<file path="src/rtl/pwm_fade_ctrl.sv">
// Breathing duty-cycle sequencer feeding a PWM threshold bus, with a manual override.
// Optional macro PWM_FADE_GAMMA_EN adds a registered square-law gamma stage on the output.
module pwm_fade_ctrl #(
  parameter int THRESHOLD_NBITS = 4,
  parameter int PRESCALE        = 1000000,
  parameter int HOLD_TICKS      = 8
) (
  input  logic                       clk,
  input  logic                       rst_n,
  input  logic                       en,
  input  logic                       manual,
  input  logic [THRESHOLD_NBITS-1:0] manual_level,
  output logic [THRESHOLD_NBITS-1:0] threshold,
  output logic                       ramp_up,
  output logic                       peak
);

  localparam int N  = THRESHOLD_NBITS;
  localparam int PW = (PRESCALE > 1) ? $clog2(PRESCALE) : 1;
  localparam int HW = (HOLD_TICKS > 1) ? $clog2(HOLD_TICKS) : 1;
  localparam logic [N-1:0]  MAX       = '1;
  localparam logic [N-1:0]  MAX_M1    = MAX - 1'b1;
  localparam logic [N-1:0]  ONE       = 1;
  localparam logic [PW-1:0] PS_LAST   = PW'(PRESCALE - 1);
  localparam logic [HW-1:0] HOLD_LAST = HW'(HOLD_TICKS - 1);

  typedef enum logic [2:0] {
    IDLE,
    RAMP_UP,
    HOLD_HIGH,
    RAMP_DOWN,
    HOLD_LOW
  } state_t;

  state_t        state, state_next;
  logic [N-1:0]  level, level_next;
  logic [HW-1:0] hold_cnt, hold_next;
  logic [PW-1:0] ps_cnt;
  logic          run, tick, peak_next;

  // Prescaler is held in IDLE so the first tick lands a full period after the ramp starts.
  assign run  = en && !manual && (state != IDLE);
  assign tick = run && (ps_cnt == PS_LAST);

  always_ff @(posedge clk or negedge rst_n) begin
    if (!rst_n) begin
      ps_cnt <= '0;
    end else if (!run || tick) begin
      ps_cnt <= '0;
    end else begin
      ps_cnt <= ps_cnt + 1'b1;
    end
  end

  always_comb begin
    state_next = state;
    level_next = level;
    hold_next  = hold_cnt;
    peak_next  = 1'b0;
    if (manual) begin
      level_next = manual_level;
      state_next = IDLE;
      hold_next  = '0;
    end else if (!en) begin
      state_next = IDLE;
      hold_next  = '0;
    end else begin
      case (state)
        IDLE: state_next = RAMP_UP;
        RAMP_UP: begin
          if (tick) begin
            if (level == MAX) begin
              state_next = HOLD_HIGH;
              peak_next  = 1'b1;
            end else begin
              level_next = level + 1'b1;
              if (level == MAX_M1) begin
                state_next = HOLD_HIGH;
                peak_next  = 1'b1;
              end
            end
          end
        end
        HOLD_HIGH: begin
          if (tick) begin
            if (hold_cnt == HOLD_LAST) begin
              state_next = RAMP_DOWN;
              hold_next  = '0;
            end else begin
              hold_next = hold_cnt + 1'b1;
            end
          end
        end
        RAMP_DOWN: begin
          if (tick) begin
            if (level == '0) begin
              state_next = HOLD_LOW;
            end else begin
              level_next = level - 1'b1;
              if (level == ONE) state_next = HOLD_LOW;
            end
          end
        end
        HOLD_LOW: begin
          if (tick) begin
            if (hold_cnt == HOLD_LAST) begin
              state_next = RAMP_UP;
              hold_next  = '0;
            end else begin
              hold_next = hold_cnt + 1'b1;
            end
          end
        end
        default: state_next = IDLE;
      endcase
    end
  end

  always_ff @(posedge clk or negedge rst_n) begin
    if (!rst_n) begin
      state    <= IDLE;
      level    <= '0;
      hold_cnt <= '0;
      ramp_up  <= 1'b0;
      peak     <= 1'b0;
    end else begin
      state    <= state_next;
      level    <= level_next;
      hold_cnt <= hold_next;
      ramp_up  <= (state_next == RAMP_UP) || (state_next == HOLD_HIGH);
      peak     <= peak_next;
    end
  end

`ifdef PWM_FADE_GAMMA_EN
  logic [2*N-1:0] square;

  assign square = {{N{1'b0}}, level} * {{N{1'b0}}, level};

  // Full scale is forced so the top of the ramp still reaches 100% duty.
  always_ff @(posedge clk or negedge rst_n) begin
    if (!rst_n) begin
      threshold <= '0;
    end else if (level == MAX) begin
      threshold <= MAX;
    end else begin
      threshold <= N'(square >> N);
    end
  end
`else
  assign threshold = level;
`endif

endmodule

</file>
<file path="config.mk">
export PLATFORM = sky130hd
export DESIGN_NAME = pwm_fade_ctrl
export DESIGN_NICKNAME = d
export VERILOG_FILES = /design/src/rtl/pwm_fade_ctrl.sv
export SDC_FILE = /design/constraint.sdc
export NUM_CORES = 1
export LEC_CHECK = 0
export CAP_MARGIN = 10
export CORE_MARGIN = 1
export CORE_UTILIZATION = 58
export CTS_BUF_LIST = sky130_fd_sc_hd__clkbuf_16
export CTS_CLUSTER_SIZE = 10
export DETAILED_ROUTE_END_ITERATION = 7
export PLACE_DENSITY = 0.79
export SYNTH_ARGS = -nofsm -noshare
export SYNTH_HDL_FRONTEND = slang
export SYNTH_SLANG_ARGS = --single-unit
</file>
<file path="constraint.sdc">
create_clock -name clk -period 3 [get_ports clk]
set_input_delay 0.3 -clock clk [delete_from_list [all_inputs] [get_ports clk]]
set_output_delay 0.3 -clock clk [all_outputs]
set_load 0.005 [all_outputs]
</file>
Yosys cells after proc, flatten, opt, wreduce, memory -nomap -nowiden
Cells that the tools add are included.
Word-level totals
  register bits: 32
  bits in latches: 0
  RAM bits: 0
  memory bits (read-only): 0
  bits of input ports: 8
  output and inout port bits: 6
  logic and storage cells: 74
  memories kept: 0
Cells by class
  $add $sub $neg: 4
  multipliers: 0
  divide/modulo/power cells: 0
  $lt $le $gt $ge: 0
  equality and inequality tests: 17
  shift operators: 0
  multiplexer cells: 32
  bitwise logic cells: 0
  reductions and logical operators: 15
Operators by type and width (count)
  $mux 3: 17
  $mux 4: 6
  $add 20x1->20 const B: 1
  $eq 20x20->1 const B: 1
  $mux 20: 1
  $pmux 3 s5: 1
  $ne 3x3->1 const B: 4
  $eq 3x2->1 const B: 3
  $eq 4x4->1 const B: 2
  $pmux 4 s2: 1
  $eq 3x1->1 const B: 2
  $eq 3x3->1 const B: 2
  $mux 1: 6
  $reduce_and 6->1: 1
  $reduce_bool 3->1: 2
  $add 4x1->4 const B: 1
  $eq 4x1->1 const B: 1
  $logic_not 4->1: 1
  $sub 4x1->4 const B: 1
  $add 3x1->3 const B: 1
  $logic_and 1x1->1: 3
  $logic_not 3->1: 1
  $ne 3x1->1 const B: 1
  $ne 3x2->1 const B: 1
  other kinds (5): 7

Longest topological paths before layout
Gate-level depths: netlist of run 1.
  depth in word-level cells: 10
  mapped depth: 7
  depth with buffers taken out: 7

Worst setup path before layout of run 1
OpenSTA, ideal clock, no wires.
  path type: register to register
  from: reg ps_cnt[10]
  to: reg level[2], in the netlist threshold[2]
  setup time: 123 ps
  data arrival time: 2407 ps
  required time: 2877 ps
  slack: 470 ps
  cell stages (with the launch flop): 7
  path buffers: 1
  period minus slack after synthesis: 2530 ps
  cells stage by stage: dfrtp_1 buf_6 or4_4 or3_4 nor4_4 mux2_4 o221a_2
On the way
  cells in the longest elaborated chain, start to end: 4
  elaborated cells on any way between the ends: 5
  those cells by class: 3 x eq/ne; 2 x reduce/logical
RTL lines
  start, declared: line 38  | logic [PW-1:0] ps_cnt;
  start signal, assigned: line 51  | ps_cnt <= ps_cnt + 1'b1;
  $eq 20x20->1 (*): line 43  | assign tick = run && (ps_cnt == PS_LAST);
  $logic_and 1x1->1 (*): line 43
  $ne 3x3->1 (no line)
  $reduce_and 6->1 (no line) (*)
  end signal, assigned: line 128  | level <= level_next;
  end, declared: line 36  | logic [N-1:0] level, level_next;
Every way passes the cells marked *; elsewhere a longest branch is shown, timed or not.
A chain may end at the register's enable or synchronous reset.

Worst setup path after layout of run 1
Ends and elaborated chain as after synthesis.

==> results of run 1 <==
==> synthesized netlist by cell type (all sizes together), types with 2 or more instances <==
library cell  count  area (µm²)
nand2            14        55.1
mux2i             3        30.0
or3               3        26.3
inv              12        45.0
and3              4        25.0
nor3b             2        15.0
ha                8         100
o221a             2        22.5
o31a              2        17.5
nand3             8        40.0
nand2b            2        12.5
nor2             25        93.8
xnor2             9        78.8
nor4              6        52.6
o31ai             2        15.0
nand4b            2        17.5
nand3b            3        22.5
clkbuf            7        37.5
mux2              4        48.8
dfrtp            32         801
xor2             11        96.3
nor3              9        45.0
nand4             7        43.8
nor4b             2        17.5
or4               3        26.3
==> logic make-up (layout without fill, tap and decap cells) <==
kind of cell / after synthesis / in the layout / share of synthesized area, %
and+or+nand+nor: 95 / 95 / 28.2
DFF: 32 / 32 / 42.2
xor gates and xnor gates: 20 / 20 / 9.23
buffers and inverters: 20 / 35 / 4.95
AOI/OAI and AO/OA: 14 / 14 / 5.94
adders and majority gates: 8 / 8 / 5.28
muxes: 7 / 7 / 4.16
==> metrics by stage <==
stage	cell area (µm²)	hold WS (ns)	std cells	total power [mW]
2_1_floorplan	1900	0.00441	196	0.497
3_3_place_gp	2050	0.468	247	0.530
6_report	2210	0.422	255	1.09
3_5_place_dp	2050	0.490	247	0.532
5_1_grt	2210	0.471	255	1.13
4_1_cts	2210	0.431	255	1.10
==> critical path: cells and delay by family (launching register included) <==
| kind | cells | cell delay, ns |
|---|---|---|
| DFF | 1 | 0.46 |
| muxes | 1 | 0.34 |
| and+or+nand+nor | 3 | 1.50 |
| AOI/OAI and AO/OA | 1 | 0.24 |
==> layout make-up <==
type	count	share of cell area [%]
well taps	44	2.49
clock buffers	5	5.66
inverters	12	2.04
multi-input cells	144	45.3
clock inverters	3	1.70
flip-flops and latches	32	36.2
repair buffers	15	6.56
==> per-layer routing <==
metal | track usage, % | wire length [µm] | vias up
met5 | 0 | 0 | -
met4 | 11.9 | 86 | 0
met3 | 7.64 | 184 | 8
met2 | 41.6 | 2000 | 41
met1 | 30.4 | 1760 | 725
li1 | - | - | 719
==> path summary, 6_finish.rpt <==
kind,from,cells past startpoint,to,slack (ns)
min reg2reg,ps_cnt[0],1,ps_cnt[0],0.51
min,rst_n,2,ps_cnt[6],0.42
max in group asynchronous,rst_n,2,hold_cnt[0],2.28
max reg2reg,ps_cnt[10],5,threshold[2],0.35
min in group clk,ps_cnt[0],1,ps_cnt[0],0.51
max,ps_cnt[10],5,threshold[2],0.35
==> power groups by stage <==
| stage | Sequential, mW | Combinational (mW) | Clock [mW] |
|---|---|---|---|
| CTS | 0.452 | 0.0738 | 0.572 |
| global placement | 0.459 | 0.0711 | 0 |
| global route | 0.454 | 0.0814 | 0.591 |
| floorplan | 0.453 | 0.0438 | 0 |
| finish | 0.453 | 0.0729 | 0.569 |
| detailed placement | 0.460 | 0.0728 | 0 |
==> cells in the final DEF, fill, tap and decap left out, types with 2 or more instances in the layout <==
cell type,n
xor2_1,11
nand2_1,13
o221a_2,2
nor3_1,9
mux2_2,3
nor3b_1,2
nand3_1,8
nand3b_1,3
ha_1,8
xnor2_1,9
nor4_1,5
o31ai_1,2
nand4_1,7
mux2i_1,3
nor4b_1,2
nor2_1,25
o31a_1,2
inv_1,12
dfrtp_1,32
clkbuf_16,5
nand4b_1,2
and3_1,4
or3_2,2
clkinv_1,2
buf_4,2
nand2b_1,2
clkdlybuf4s50_1,13
or4_1,2
==> sequential cells by signal, summed over array words and instances (netlist names) <==
name and flops:
threshold 4, peak 1, state 3, hold_cnt 3, ramp_up 1, ps_cnt 20
==> run_results.csv, run 1 <==
group,metric,value,unit
run_status,status,"completed",
pwr,power_frac_comb,6.7,%
layout,multi_input_area,0.00100,mm²
timing,slew_headroom,39.1,%
route,vias,1493,
worst_setup_path,crit_path_start_kind,"flip-flop",
layout,register_area,801,µm²
worst_setup_path,cp_cell_sequence,"or4_4 > or3_4 > nor4_4 > mux2_4 > o221a_2",
floorplan,die_h,59.2,µm
logic_synthesis,syn-cell-area,0.00190,mm²
route,firstDrtPassIters,4,
worst_setup_path,cp_slowest_stage_delay,0.56,ns
global_route,grt_start_max_net_pins,33,
layout,antennaDiodeCount,0,
pwr,p_switching,0.233,mW
clock_network,cts.sinks,32,
route,drcViolationCount,0,
pwr,p_leak,0.889,nW
worst_setup_path,arrival,2.81,ns
logic_synthesis,synth_async_sr_flop_share,100,%
worst_setup_path,crit_slowest_cell,"or4_4",
route,vias_per_cell,5.85,
worst_setup_path,cp.required,3.16,ns
route,ant_nets,0,
timing,hold_viol_final,0,
timing,slew_viol_final,0,
clock_network,worstSkewPairLatency,0.28,ns
timing,tightestPinTransition,0.905,ns
placement,gp_congestion,0.930,
logic_synthesis,ys_seq_area_share,42.2,%
pwr,ir_drop,0.387,mV
clock_network,cts_tree,"built",
clock_network,cts_inserted_buffers,5,
logic_synthesis,synth_cells,196,
global_route,grtUsageTotal,25.4,%
placement,dpl_worst_slack,0.377,ns
timing,skew,0.00654,ns
floorplan,start_util,61.6,%
placement,port_buffers,13,
placement,dp_hpwl,2720,µm
pwr,powerDensity,495,mW/mm²
clock_network,cts_setup_buffers,0,
worst_setup_path,crit_path_end_kind,"flip-flop",
clock_network,ctsHtreeMaxLevel,2,
timing,fmax,378,MHz
global_route,grt_pass1_wl,6490,µm
floorplan,rows,20,
layout,drive_gt1_share,11.4,%
timing,setup_viol,0,
timing,rsz0062_at_grt,"no",
worst_setup_path,cp_max_fo,7,
pwr,p_int,0.862,mW
logic_synthesis,ys.warnings.count,0,
clock_network,clk_pin_slew,0.06,ns
route,wl_per_cell,15.8,µm
clock_network,cts_root_buffer,"clkbuf_16",
pwr,p_seq_share,41.3,%
layout,final_util,71.8,%
global_route,grt_pass1_vias,1459,
layout,fin_nets,226,
clock_network,hold_buffers,0,
route,drt_iter0_markers,80,
pwr,swShare,21.3,%
logic_synthesis,avgSynthCellArea,9.68,µm²
floorplan,io_pins,14,
hold_path,worstHoldPathType,"in2async",
job,maxCapViolCount,0,
clock_network,cts.repair.resized,0,
global_route,gr-total-overflow,0,
logic_synthesis,synth_edf_count,0,
logic_synthesis,synth.distinct_cells,46,
floorplan,die_w,59.2,µm
floorplan,core,0.00308,mm²
timing,period_share,88.2,%
timing,timing.final.ws_setup,0.353,ns
layout,area_delta_synth_final,16.6,%
pwr,p_clk_share,52.0,%
clock_network,max-clock-path-buffers,2,
layout,num-fill-cells,226,
floorplan,die-area,0.00350,mm²
logic_synthesis,synthFlopType,"dfrtp_1",
global_route,antenna_found_initial,0,
logic_synthesis,synth-seq-cells,32,
timing,tns,0,ns
logic_synthesis,synthesis.nets,212,
timing,period_minus_slack,2.65,ns
worst_setup_path,critical_path_class,"reg2reg",
route,finalWirelength,4030,µm
(Power assumes the default switching activity.)
==> run 2, diff against run 1 <==
--- a/config.mk
+++ b/config.mk
@@ -12,6 +12,7 @@
 export CTS_CLUSTER_SIZE = 10
 export DETAILED_ROUTE_END_ITERATION = 7
 export PLACE_DENSITY = 0.79
+export SKIP_CTS_REPAIR_TIMING = 1
 export SYNTH_ARGS = -nofsm -noshare
 export SYNTH_HDL_FRONTEND = slang
 export SYNTH_SLANG_ARGS = --single-unit
==> results of run 2 <==
Final layout, timing and power as in run 1 (identical DEF).
==> run 3, diff against run 2 <==
--- a/config.mk
+++ b/config.mk
@@ -13,6 +13,7 @@
 export DETAILED_ROUTE_END_ITERATION = 7
 export PLACE_DENSITY = 0.79
 export SKIP_CTS_REPAIR_TIMING = 1
+export SLEW_MARGIN = 30
 export SYNTH_ARGS = -nofsm -noshare
 export SYNTH_HDL_FRONTEND = slang
 export SYNTH_SLANG_ARGS = --single-unit
==> results of run 3 <==
Final layout, timing and power as in run 1 (identical DEF).
